`config.mk`:
```
export PLATFORM = sky130hd
export DESIGN_NAME = ql_cfg_chain_loader_flat
export DESIGN_NICKNAME = d
export VERILOG_FILES = /design/src/rtl/ql_cfg_chain_loader_if.sv /design/src/rtl/ql_cfg_chain_loader.sv /design/src/flat_wrapper.sv
export SDC_FILE = /design/constraint.sdc
export NUM_CORES = 1
export LEC_CHECK = 0
export ABC_AREA = 1
export ABC_CLOCK_PERIOD_IN_PS = 1250
export BUFFER_PORTS_ARGS = -buffer_cell sky130_fd_sc_hd__clkbuf_2
export CAP_MARGIN = 30
export CORE_ASPECT_RATIO = 0.6
export CORE_MARGIN = 5
export CORE_UTILIZATION = 40
export DETAILED_ROUTE_END_ITERATION = 8
export SYNTH_ARGS = -nofsm -noshare
export SYNTH_HDL_FRONTEND = slang
export SYNTH_SLANG_ARGS = --single-unit
```
`constraint.sdc`:
```
create_clock -name QCK -period 1.25 [get_ports QCK]
set_input_delay 0.25 -clock QCK [delete_from_list [all_inputs] [get_ports QCK]]
set_output_delay 0.25 -clock QCK [all_outputs]
set_load 0.005 [all_outputs]
```
`src/rtl/ql_cfg_chain_loader_if.sv`:
```
// Word-stream interface between a configuration source and the chain loader.
// The source side (master) drives din/din_valid and samples din_ready.
// With QL_CFG_PARITY_EN defined, each word also carries an even-parity bit.
interface ql_cfg_chain_loader_if #(
    parameter int WORD_W = 8
);
    logic [WORD_W-1:0] din;
    logic              din_valid;
    logic              din_ready;
`ifdef QL_CFG_PARITY_EN
    logic              din_par;

    modport master (output din, output din_valid, output din_par, input din_ready);
    modport slave  (input din, input din_valid, input din_par, output din_ready);
`else
    modport master (output din, output din_valid, input din_ready);
    modport slave  (input din, input din_valid, output din_ready);
`endif
endinterface

```
`src/rtl/ql_cfg_chain_loader.sv`:
```
// ql_cfg_chain_loader: loads a serial DFFE configuration chain.
// Words arrive over a valid/ready stream and are shifted out LSB first on sdo
// with sen asserted for exactly CHAIN_LEN cycles, followed by a one-cycle done.
// The final word is truncated when CHAIN_LEN is not a multiple of WORD_W.
// Optional feature macro: QL_CFG_PARITY_EN adds an even-parity check on each
// word; a bad word aborts the load and sets the sticky err flag.
module ql_cfg_chain_loader #(
    parameter int WORD_W    = 8,
    parameter int CHAIN_LEN = 64
) (
    input  logic                          QCK,
    input  logic                          R,
    input  logic                          start,
    ql_cfg_chain_loader_if.slave          src,
    output logic                          sdo,
    output logic                          sen,
    output logic                          busy,
    output logic                          done,
    output logic                          err
);
    localparam int BL_W = $clog2(CHAIN_LEN + 1);
    localparam int NB_W = $clog2(WORD_W + 1);

    typedef enum logic [1:0] {
        S_IDLE,
        S_WAIT,
        S_SHIFT,
        S_DONE
    } state_t;

    state_t            state;
    logic [WORD_W-1:0] shreg;
    logic [BL_W-1:0]   bits_left;
    logic [NB_W-1:0]   nbits;
    logic              sen_q;
    logic              ready_q;
    logic              busy_q;
    logic              done_q;
    logic              err_q;
    logic              par_bad;

    // Parity check of the presented word; constant 0 when the option is absent.
`ifdef QL_CFG_PARITY_EN
    assign par_bad = ^{src.din, src.din_par};
`else
    assign par_bad = 1'b0;
`endif

    // Sequencer: state, shift datapath and all registered control outputs.
    // NOTE: every register here uses <= so all of them update together from
    // the values present before the edge; mixing in = would create ordering
    // dependencies inside the block.
    always_ff @(posedge QCK) begin
        // NOTE: the shift register and counters are cleared on reset as well,
        // so a load aborted mid-shift leaves no stale data behind.
        if (R) begin
            state     <= S_IDLE;
            shreg     <= '0;
            bits_left <= '0;
            nbits     <= '0;
            sen_q     <= 1'b0;
            ready_q   <= 1'b0;
            busy_q    <= 1'b0;
            done_q    <= 1'b0;
            err_q     <= 1'b0;
        end else begin
            case (state)
                S_IDLE: begin
                    if (start) begin
                        state     <= S_WAIT;
                        bits_left <= BL_W'(CHAIN_LEN);
                        err_q     <= 1'b0;
                        ready_q   <= 1'b1;
                        busy_q    <= 1'b1;
                    end
                end
                S_WAIT: begin
                    if (src.din_valid) begin
                        ready_q <= 1'b0;
                        if (par_bad) begin
                            // Corrupt word: drop it and abandon the load.
                            err_q  <= 1'b1;
                            busy_q <= 1'b0;
                            state  <= S_IDLE;
                        end else begin
                            shreg <= src.din;
                            nbits <= (32'(bits_left) >= WORD_W) ? NB_W'(WORD_W)
                                                                : NB_W'(bits_left);
                            sen_q <= 1'b1;
                            state <= S_SHIFT;
                        end
                    end
                end
                S_SHIFT: begin
                    shreg     <= shreg >> 1;
                    bits_left <= bits_left - BL_W'(1);
                    nbits     <= nbits - NB_W'(1);
                    if (nbits == NB_W'(1)) begin
                        sen_q <= 1'b0;
                        if (bits_left == BL_W'(1)) begin
                            done_q <= 1'b1;
                            state  <= S_DONE;
                        end else begin
                            ready_q <= 1'b1;
                            state   <= S_WAIT;
                        end
                    end
                end
                S_DONE: begin
                    done_q <= 1'b0;
                    busy_q <= 1'b0;
                    state  <= S_IDLE;
                end
                default: state <= S_IDLE;
            endcase
        end
    end

    assign src.din_ready = ready_q;
    assign sen           = sen_q;
    assign sdo           = sen_q & shreg[0];
    assign busy          = busy_q;
    assign done          = done_q;
    assign err           = err_q;

endmodule

```
`src/flat_wrapper.sv`:
```
// flat-port wrapper written by rule: the top's interface ports become plain ports
module ql_cfg_chain_loader_flat 
#(
    parameter int WORD_W    = 8,
    parameter int CHAIN_LEN = 64
)
  (QCK, R, start, sdo, sen, busy, done, err, src_din, src_din_valid, src_din_ready);
  ql_cfg_chain_loader_if #(.WORD_W(WORD_W)) src_i ();
  input  logic QCK;
  input  logic R;
  input  logic start;
  output logic sdo;
  output logic sen;
  output logic busy;
  output logic done;
  output logic err;
  input wire logic [$bits(src_i.din)-1:0] src_din;
  input wire logic [$bits(src_i.din_valid)-1:0] src_din_valid;
  output wire logic [$bits(src_i.din_ready)-1:0] src_din_ready;
  assign src_i.din = src_din;
  assign src_i.din_valid = src_din_valid;
  assign src_din_ready = src_i.din_ready;
  ql_cfg_chain_loader #(.WORD_W(WORD_W), .CHAIN_LEN(CHAIN_LEN)) u_core (.QCK(QCK), .R(R), .start(start), .src(src_i), .sdo(sdo), .sen(sen), .busy(busy), .done(done), .err(err));
endmodule
```
==> metrics.txt <==
Detailed Route WL 2.98 mm; fraction of registers with async set/reset 0; Tmin final approximately 1200 ps; type of the most critical hold path in -> reg; initial antenna violation count 0; all-layer global routing usage 0.158; Vias around 1200; fmax about 850 MHz; Critical Path Start Type register; DR DRC count 0; CP Class reg -> reg; mapped cell area roughly 1300 um^2; vias per cell ~5; Critical Path Fanout Max 4; share of cells above drive strength 1 0.219; TritonRoute pass-1 iters 4; post-layout net count between 200 and 250; most frequent cell after synthesis nand2_1; power per cell area 1410 nW/um^2; Yosys reg bits 25; Hold Startpoint src_din[3]; Crit. End Element register; antenna diode count 0; reg2reg start u_core.nbits[0]$_SDFFE_PP0P_; Yosys top cell by area dfxtp_1; Die ar. 4430 um^2; register area share after synthesis 0.395; DR WL/cell 12.5 um; Yosys warnings 0; Final setup viols 0; CP required 1410 ps; Pins Over Slew Limit 0; first-pass GRT wire length 5.26 mm; core area slightly below 3000 um^2; Worst IR Drop VDD around 0.00055 V; pre-CTS WS roughly 0.48 ps; average cell area after synthesis between 7 and 8 um^2; Antenna Nets Post-Route 0; final standard cell area without fillers 1510 um^2; Layout area overhead 18.9%; CTS tree done; H-Tree Depth 1; setup slack after layout 66.8 ps; Die W 82.6 um; Yosys cell types 29; Site Rows 15; clock latency at the later pin of the worst-skew pair 270 ps; Post-Route Skew 4.44 ps; Synth Net Count between 150 and 200; Critical path origin u_core.nbits[0]$_SDFFE_PP0P_; Synth Flop Type dfxtp_1; GP Congestion 0.836; Placed Instance Area 1420 um^2; Sink Count 25; share of the synthesized area in the top cell type 0.395; clock-pin slew on the worst setup and hold paths 90 ps; hold slack final 207 ps; PortBufs 16; TritonCTS buffer count 3; largest net degree at the start of global routing 20; maxcap violations 0; CTS max path bufs 2; die height 53.6 um; most frequent cells after synthesis nand2_1, dfxtp_1, nor2_1; crit path DAT 1350 ps; starting DRC count in detailed routing 61; clk root buf clkbuf_8; Pwr Total 2.12 mW; number of synthesized flops with an enable pin 0; RSZ-0062 raised after global routing yes; Pleak 0.667 nW; top-level port count 18; grt total ovfl 0; Final period util 0.947; synthesized instance count 176; status completed; final hold vios 0; setup tns final 0 ps; top cells by area, synth dfxtp_1, nand2_1, a21oi_1; Initial Util 0.430; hpwl dp 2.25 mm; vias in the first global route 1180
## state kept, by name (all words and copies together), names as in the netlist
signal / count
u_core.bits_left: 7
u_core.nbits: 4
u_core.sen: 1
u_core.src.din_ready: 1
u_core.state: 2
u_core.busy: 1
u_core.done: 1
u_core.shreg: 8
## cell usage in the layout (no fill, tap or decap), drive strengths merged, types with 2 or more instances in the layout
cell	count
nand2	41
a21oi	14
ha	5
o21ai	13
nor2	19
a31oi	9
clkinv	2
nand3	13
dfxtp	25
buf	6
clkbuf	19
inv	19
nor3	2
## critical path: stages (launching register included)
cell,delay [ps]
dfxtp_1,380
inv_1,80
ha_1,210
or2_2,270
nand3_1,70
a31oi_1,70
## metal layers
metal	up-vias	GRT usage	part of all wire
li1	619	-	-
met1	532	0.214	0.52
met2	29	0.246	0.42
met3	2	0.0485	0.063
met4	0	0.0435	0.0027
met5	-	0	0
## cells by family after synthesis
| group | after synthesis | synth area share |
|---|---|---|
| AND/OR/NAND/NOR | 77 | 0.270 |
| AO/OA/AOI/OAI | 41 | 0.184 |
| buffers and inverters | 26 | 0.0919 |
| flip-flops | 25 | 0.395 |
| adder cells (fa/ha/maj) | 5 | 0.0494 |
| XOR/XNOR | 1 | 0.00692 |
| other | 1 | 0.00296 |
## report_power, final
part | switching, mW | leakage, nW | internal [mW]
Combinational | 0.380 | 0.436 | 0.243
Clock | 0.262 | 0.0255 | 0.223
Sequential | 0.0958 | 0.206 | 0.917
## cell type report
class                      instances  area, um^2
sequential                        25         507
clock inverter                     1        5.00
timing repair buffer              22         138
clock buffer                       3        41.3
inverter                          20        77.6
fill                             290        1440
multi-input combinational        125         684
tap                               42        52.6
## per-stage QoR
stage / util / cells
global route: 0.511 / 238
floorplan: - / 176
global placement: 0.480 / 234
detailed placement: 0.480 / 234
finish: 0.511 / 238
CTS: 0.498 / 238
## what timing repair did
action / in CTS / in global routing
hold buffers: 0 / 0
pin swaps: 0 / 0
resized for setup: 2 / 11
buffers inserted: 0 / 0
setup endpoints to repair: 7 / 17
## final timing paths
path / slack [ps] / cells past startpoint / end
worst min register to register: 450 / 2 / u_core.src.din_ready$_SDFFE_PP0P_
worst max-delay path: 70 / 5 / u_core.nbits[2]$_SDFFE_PP0P_
worst min-delay path: 210 / 3 / u_core.shreg[3]$_SDFFE_PP0P_
worst max register to register: 70 / 5 / u_core.nbits[2]$_SDFFE_PP0P_
No activity file was read; power rests on OpenSTA's default activity.
